`config.mk`:
```
export PLATFORM = sky130hd
export DESIGN_NAME = led_pulse_driver_flat
export DESIGN_NICKNAME = d
export VERILOG_FILES = /design/src/rtl/led_pulse_driver_if.sv /design/src/rtl/led_pulse_driver.sv /design/src/flat_wrapper.sv
export SDC_FILE = /design/constraint.sdc
export NUM_CORES = 1
export LEC_CHECK = 0
export BUFFER_PORTS_ARGS = -buffer_cell sky130_fd_sc_hd__buf_2
export CAP_MARGIN = 5
export CORE_MARGIN = 5
export CORE_UTILIZATION = 25
export CTS_CLUSTER_DIAMETER = 60
export DETAILED_ROUTE_END_ITERATION = 6
export GPL_ROUTABILITY_DRIVEN = 0
export PLACE_DENSITY = 0.43
export SLEW_MARGIN = 20
export SYNTH_ARGS = -nofsm -noshare
export SYNTH_HDL_FRONTEND = slang
export SYNTH_SLANG_ARGS = --single-unit
```
`constraint.sdc`:
```
create_clock -name clk -period 4 [get_ports clk]
set_clock_uncertainty 0.15 [all_clocks]
set_input_delay 0.8 -clock clk [delete_from_list [all_inputs] [get_ports clk]]
set_output_delay 0.8 -clock clk [all_outputs]
set_load 0.05 [all_outputs]
```
`src/rtl/led_pulse_driver_if.sv`:
```
// Signal bundle between core logic (master) and the LED/buzzer pulse driver (slave).
interface led_pulse_driver_if #(
    parameter int PEND_W = 4
) ();
    // event_in is a one-cycle strobe with no backpressure: every sampled high is one
    // event, and the driver raises dropped when it cannot keep one.
    logic              event_in;
    logic              out_pulse;
    logic              busy;
    logic [PEND_W-1:0] pending;
    logic              dropped;

    modport master (output event_in, input out_pulse, busy, pending, dropped);
    modport slave  (input event_in, output out_pulse, busy, pending, dropped);
endinterface

```
`src/rtl/led_pulse_driver.sv`:
```
// Turns single-cycle event strobes into pulses with guaranteed high time and low gap,
// queueing events that arrive mid-pulse in a saturating counter.
module led_pulse_driver #(
    parameter int ON_CYCLES  = 12_500_000,
    parameter int OFF_CYCLES = 12_500_000,
    parameter int CNT_W      = 24,
    parameter int PEND_W     = 4
) (
    input  logic                 clk,
    input  logic                 rst,
    led_pulse_driver_if.slave    bus,
    output logic [1:0]           dbg_state_o
);
    typedef enum logic [1:0] {
        S_IDLE = 2'd0,
        S_ON   = 2'd1,
        S_OFF  = 2'd2
    } state_e;

    localparam logic [CNT_W-1:0]  ON_LOAD  = CNT_W'(ON_CYCLES - 1);
    localparam logic [CNT_W-1:0]  OFF_LOAD = CNT_W'(OFF_CYCLES - 1);
    localparam logic [PEND_W-1:0] PEND_MAX = '1;

    state_e            state_q, state_d;
    logic [CNT_W-1:0]  cnt_q, cnt_d;
    logic [PEND_W-1:0] pending_q, pending_d;
    logic              dropped_q, dropped_d;
    logic              out_pulse_q, busy_q;
    logic              consume, deq, enq;

    always_comb begin
        state_d = state_q;
        cnt_d   = cnt_q;
        consume = 1'b0;
        deq     = 1'b0;
        unique case (state_q)
            S_IDLE: begin
                if (bus.event_in) begin
                    state_d = S_ON;
                    cnt_d   = ON_LOAD;
                    consume = 1'b1;
                end
            end
            S_ON: begin
                if (cnt_q != '0) begin
                    cnt_d = cnt_q - CNT_W'(1);
                end else begin
                    state_d = S_OFF;
                    cnt_d   = OFF_LOAD;
                end
            end
            S_OFF: begin
                if (cnt_q != '0) begin
                    cnt_d = cnt_q - CNT_W'(1);
                end else if (pending_q != '0) begin
                    // Queued events go first; a live strobe this edge is then queued.
                    state_d = S_ON;
                    cnt_d   = ON_LOAD;
                    deq     = 1'b1;
                end else if (bus.event_in) begin
                    state_d = S_ON;
                    cnt_d   = ON_LOAD;
                    consume = 1'b1;
                end else begin
                    state_d = S_IDLE;
                end
            end
            default: begin
                state_d = S_IDLE;
                cnt_d   = '0;
            end
        endcase
    end

    assign enq = bus.event_in && !consume;

    always_comb begin
        pending_d = pending_q;
        dropped_d = 1'b0;
        if (enq && !deq) begin
            if (pending_q == PEND_MAX) begin
                dropped_d = 1'b1;
            end else begin
                pending_d = pending_q + PEND_W'(1);
            end
        end else if (deq && !enq) begin
            pending_d = pending_q - PEND_W'(1);
        end
    end

    always_ff @(posedge clk or posedge rst) begin
        if (rst) begin
            state_q     <= S_IDLE;
            cnt_q       <= '0;
            pending_q   <= '0;
            dropped_q   <= 1'b0;
            out_pulse_q <= 1'b0;
            busy_q      <= 1'b0;
        end else begin
            state_q     <= state_d;
            cnt_q       <= cnt_d;
            pending_q   <= pending_d;
            dropped_q   <= dropped_d;
            out_pulse_q <= (state_d == S_ON);
            busy_q      <= (state_d != S_IDLE);
        end
    end

    assign bus.out_pulse = out_pulse_q;
    assign bus.busy      = busy_q;
    assign bus.pending   = pending_q;
    assign bus.dropped   = dropped_q;
    assign dbg_state_o   = state_q;

endmodule
```
`src/flat_wrapper.sv`:
```
// flat-port wrapper written by rule: the top's interface ports become plain ports
module led_pulse_driver_flat 
#(
    parameter int ON_CYCLES  = 12_500_000,
    parameter int OFF_CYCLES = 12_500_000,
    parameter int CNT_W      = 24,
    parameter int PEND_W     = 4
)
  (clk, rst, dbg_state_o, bus_event_in, bus_out_pulse, bus_busy, bus_pending, bus_dropped);
  led_pulse_driver_if #(.PEND_W(PEND_W)) bus_i ();
  input  logic clk;
  input  logic rst;
  output logic [1:0] dbg_state_o;
  input wire logic [$bits(bus_i.event_in)-1:0] bus_event_in;
  output wire logic [$bits(bus_i.out_pulse)-1:0] bus_out_pulse;
  output wire logic [$bits(bus_i.busy)-1:0] bus_busy;
  output wire logic [$bits(bus_i.pending)-1:0] bus_pending;
  output wire logic [$bits(bus_i.dropped)-1:0] bus_dropped;
  assign bus_i.event_in = bus_event_in;
  assign bus_out_pulse = bus_i.out_pulse;
  assign bus_busy = bus_i.busy;
  assign bus_pending = bus_i.pending;
  assign bus_dropped = bus_i.dropped;
  led_pulse_driver #(.ON_CYCLES(ON_CYCLES), .OFF_CYCLES(OFF_CYCLES), .CNT_W(CNT_W), .PEND_W(PEND_W)) u_core (.clk(clk), .rst(rst), .bus(bus_i), .dbg_state_o(dbg_state_o));
endmodule
```
# After elaboration in Yosys (flattened, before gate mapping)

Cells that the tools add are included.

Bits in registers: 33
Input port bits: 3

Add/sub/neg operators: 3
Mux-type cells: 23
Equality and inequality tests: 5
Reduce and logical (&&, ||, !) cells: 12

Operator list:

| cell                  | number |
|---|---|
| $mux 24               | 4 |
| $pmux 24 s3           | 1 |
| $reduce_bool 24->1    | 1 |
| $sub 24x1->24 const B | 1 |
| $mux 4                | 3 |
| $mux 1                | 9 |
| $mux 2                | 4 |
| $pmux 2 s3            | 1 |
| $add 4x1->4 const B   | 1 |
| $eq 2x1->1 const B    | 2 |
| $eq 4x4->1 const B    | 1 |
| $reduce_bool 2->1     | 2 |
| $reduce_bool 4->1     | 1 |
| $sub 4x1->4 const B   | 1 |
| $logic_and 1x1->1     | 3 |
| $logic_not 1->1       | 3 |
| $eq 2x2->1 const B    | 1 |
| $logic_not 2->1       | 1 |
| $ne 2x2->1 const B    | 1 |
| $pmux 1 s2            | 1 |
| $reduce_and 2->1      | 1 |

# Depth between registers and ports, before layout

Depth in word-level cells: 10
Mapped depth: 10

# Worst setup path before layout

Ideal clock, no wire load.

Kind: register to register
Start: register u_core.cnt_q[16]
End: register u_core.pending_q[3], in the netlist u_core.bus.pending[3]
Stages on the path, launching flop included: 10
Data arrival time: 2.505 ns
Slack: 1.201 ns
Data required time: 3.705 ns
Path buffers: 0
Clock period less this slack: 2.799 ns
Cells stage by stage: dfrtp_1 > nor4_2 > nand4_2 > o311ai_2 > ha_1 > a21o_1 > a21oi_1 > xor2_1 > nor2_1 > xor2_1

Word-level cells in the longest chain between the ends: 9
Elaborated cells on any way between the ends: 15
Classes of those cells: eq/ne (1); mux (5); reduce/logical (9)

Ends and longest elaborated chain:

| item                        | line                    | source |
|---|---|---|
| start: declaration          | led_pulse_driver.sv:25  | `logic [CNT_W-1:0] cnt_q, cnt_d;` |
| start signal: assignment    | led_pulse_driver.sv:101 | `cnt_q <= cnt_d;` |
| $reduce_bool 24->1 *        | led_pulse_driver.sv:53  | `if (cnt_q != '0) begin` |
| $mux 1                      | led_pulse_driver.sv:53  |  |
| $pmux 1 s2                  | led_pulse_driver.sv:36  | `unique case (state_q)` |
| $logic_not 1->1             | led_pulse_driver.sv:75  | `assign enq = bus.event_in && !consume;` |
| $logic_and 1x1->1           | led_pulse_driver.sv:75  |  |
| $logic_not 1->1             | led_pulse_driver.sv:86  | `end else if (deq && !enq) begin` |
| $logic_and 1x1->1           | led_pulse_driver.sv:86  |  |
| $reduce_bool 2->1 (no line) | --                      |  |
| $reduce_and 2->1 (no line)  | --                      |  |
| end signal: assignment      | led_pulse_driver.sv:102 | `pending_q <= pending_d;` |
| end: declaration            | led_pulse_driver.sv:26  | `logic [PEND_W-1:0] pending_q, pending_d;` |

Mark *: on every way between the ends. The rest lies on a longest branch, timed or not.
A chain may end at the register's enable or synchronous reset.

# Worst setup path in the final report

Start: register u_core.cnt_q[4]
End: register u_core.pending_q[3], in the netlist u_core.bus.pending[3]

Same word-level chain as after synthesis.

==> results.yml <==
synthesis:
  yosys_register_bits: 33
  syn_area_sq_um: 2042
  synth-edff-count: 0
  synthAdderAreaFrac: 0.03431
  synth-compound-area-share: 0.2525
  synth_common_cells: "33 x dfrtp_1, 26 x nor2_1, 24 x o21ai_1"
  synthTopCellsByArea: "dfrtp_1 40%, o21ai_1 5.9%, nor2_1 4.8%"
  synth-simple-area-share: 0.2322
  synthCells: 229
  synth_warnings: 0
  synthFlopType: "dfrtp_1"
  synth_top_family_by_area: "compound AO/OA/AOI/OAI gates"
  synth-async-reset-ratio: 1.000
  synth_top_cell_area_share: 0.4044
  synth_cell_types: 49
  synth_top_cell_by_area: "dfrtp_1"
  yosys-mux-area-fraction: 0.005515
  avgSynthCellArea_sq_um: 8.917
  synth_nets: 237
  yosysMostFrequentCell: "dfrtp_1"
  seq_area_frac_synth: 0.4044
  synth_xor_area_frac: 0.03431
timing:
  min_period_ns: 3.076
  maxSlewHeadroom: 0.5086
  slew_violations: 0
  fin_crit_sh: 0.7690
  fin_tns_setup_ns: 0
  worst_slack_ns: 0.9241
  hold_viol_final: 0
  tightest_slew_ns: 0.7371
  rsz0062_at_grt: "no"
  setup_violations: 0
  fmax_mhz: 325.1
critical_path:
  crit_type: "reg2reg"
  cp-start-kind: "register"
  cp.arrival_ns: 3.09
  required_ns: 4.02
  critPathMaxFanout: 8
  r2r_start: "u_core.cnt_q[4]$_DFF_PP0_"
  crit_path_end_kind: "register"
  startpoint: "u_core.cnt_q[4]$_DFF_PP0_"
floorplan:
  fp.dieH_um: 100.4
  fp.dieW_um: 100.4
  start_util: 0.2523
  num_rows: 33
  dieArea_sq_um: 10080
  ioPinCount: 12
  fp.coreArea_sq_um: 8093
clock_network:
  postCtsSetupBuffers: 0
  h-tree-depth: 2
  cts_made_buffers: 5
  cts_resized: 0
  cts-root-buf: "clkbuf_8"
  numClockSinks: 33
  clkLatencyLatePin_ns: 0.29
  path_clk_slew_ns: 0.07
  clockBufferDepth: 2
  cts_tree: "done"
  cts_hold_buf: 0
global_routing:
  grt_max_degree: 34
  grt_remaining_overflow: 0
  antenna_found_initial: 0
  first_global_vias: 1780
  grt_use_total: 0.1185
  grt_pass1_wl_um: 9390
routing:
  via_count: 1805
  ant_nets: 0
  drc_errors: 0
  drt_first_pass_iters: 4
  vias_per_cell: 5.217
  drt_iter0_drc: 127
  drt_wl_total_um: 5533
  wl_per_cell_um: 15.99
placed_design:
  pre_cts_slack_ns: 0.9387
  io_buffer_count: 11
  post-place-cells: 339
  placed_area_sq_um: 2213
  dp_hpwl_um: 3748
power_and_ir_drop:
  leakage_uw: 0.0008615
  power.density_nw_per_um2: 393.5
  ir_worst_vdd_mv: 0.2942
final_layout:
  utilization: 0.2842
  antennaDiodeCount: 0
  drive_gt1_frac: 0.1328
  nets: 249
  fin_area_sq_um: 2300
  areaGrowthSynthToFinish_pct: 12.62
  final_cells: 346
min_path:
  hold_class: "reg2reg"
  holdCritStartpoint: "u_core.bus.pending[3]$_DFFE_PP0P_"
run:
  cap_violations: 0
status:
  status: "finished clean"
## power breakdown
| group | leakage, uW | internal [uW] | switching (uW) | total (uW) |
|---|---|---|---|---|
| Combinational | 0.000427 | 75.2 | 150 | 226 |
| Clock | 0.0000443 | 137 | 127 | 264 |
| Sequential | 0.000391 | 367 | 48.7 | 416 |
| Total | 0.000861 | 579 | 326 | 905 |
## worst max-delay path: stages (launching register included)
cell      delay, ns
dfrtp_1        0.47
nor4_4         0.54
nand3_2        0.28
o311ai_2       0.50
ha_1           0.32
a21o_1         0.17
a21oi_1        0.16
xor2_1         0.16
nor2_1         0.06
xor2_1         0.14
## state kept, by name, indices dropped and copies added, names as in the netlist
| register | count |
|---|---|
| u_core.cnt_q | 24 |
| u_core.bus.out_pulse | 1 |
| u_core.bus.pending | 4 |
| u_core.dbg_state_o | 2 |
| u_core.bus.busy | 1 |
| u_core.bus.dropped | 1 |
## through the flow
step | power [uW] | hold WS, ns
finish | 904.9 | 0.3620
global route | 964.1 | 0.4097
CTS | 917.7 | 0.3764
detailed placement | 650.3 | 0.3571
global placement | 650.8 | 0.3586
floorplan | 594.5 | 0.3249
## cell type report
cell class	instances	area, sq um
Tap cell	105	131.4
Multi-Input combinational cell	178	1141
Clock buffer	7	86.33
Sequential cell	33	825.8
Inverter	8	30.03
Fill cell	913	5793
Timing Repair Buffer	15	85.08
## routing by layer
metal,share of wire,wire length (um),vias up,global-route usage
li1,-,-,883,-
met1,0.51,2808,877,0.1681
met2,0.45,2496,38,0.1830
met3,0.028,157,7,0.02293
met4,0.013,70,0,0.03420
met5,0,0,-,0
## cell families (layout without fill, tap and decap cells)
logic type	after synthesis	after routing
AOI/OAI and AO/OA	81	81
buffers and inverters	18	30
muxes	1	1
and+or+nand+nor	83	83
xor gates and xnor gates	8	8
DFF	33	33
adders and majority gates	5	5
## final timing paths
check,endpoint,slack (ns),cells past startpoint
worst max-delay path,u_core.bus.pending[3]$_DFFE_PP0P_,0.92,9
worst min-delay path,u_core.bus.pending[3]$_DFFE_PP0P_,0.36,1
worst max register to register,u_core.bus.pending[3]$_DFFE_PP0P_,0.92,9
worst min register to register,u_core.bus.pending[3]$_DFFE_PP0P_,0.36,1
max in group asynchronous,u_core.cnt_q[19]$_DFF_PP0_,2.92,3
min in group asynchronous,u_core.cnt_q[0]$_DFF_PP0_,0.46,3
## cell usage in the layout, fill, tap and decap left out, drive strengths merged, types with 2 or more instances in the layout
cell type   n
and3        3
clkbuf      7
o311ai      2
a221oi      2
buf        15
o22ai       2
or4         2
nor3        9
a31oi       6
xor2        4
a221o       2
inv         8
nand4       4
o211ai      5
xnor2       4
dfrtp      33
o21ai      32
nor4        9
nor2       26
a21oi      18
o41ai       3
nand3      10
or2         4
ha          4
o31ai       3
nand2      12
Power figures use the tool's default switching activity.
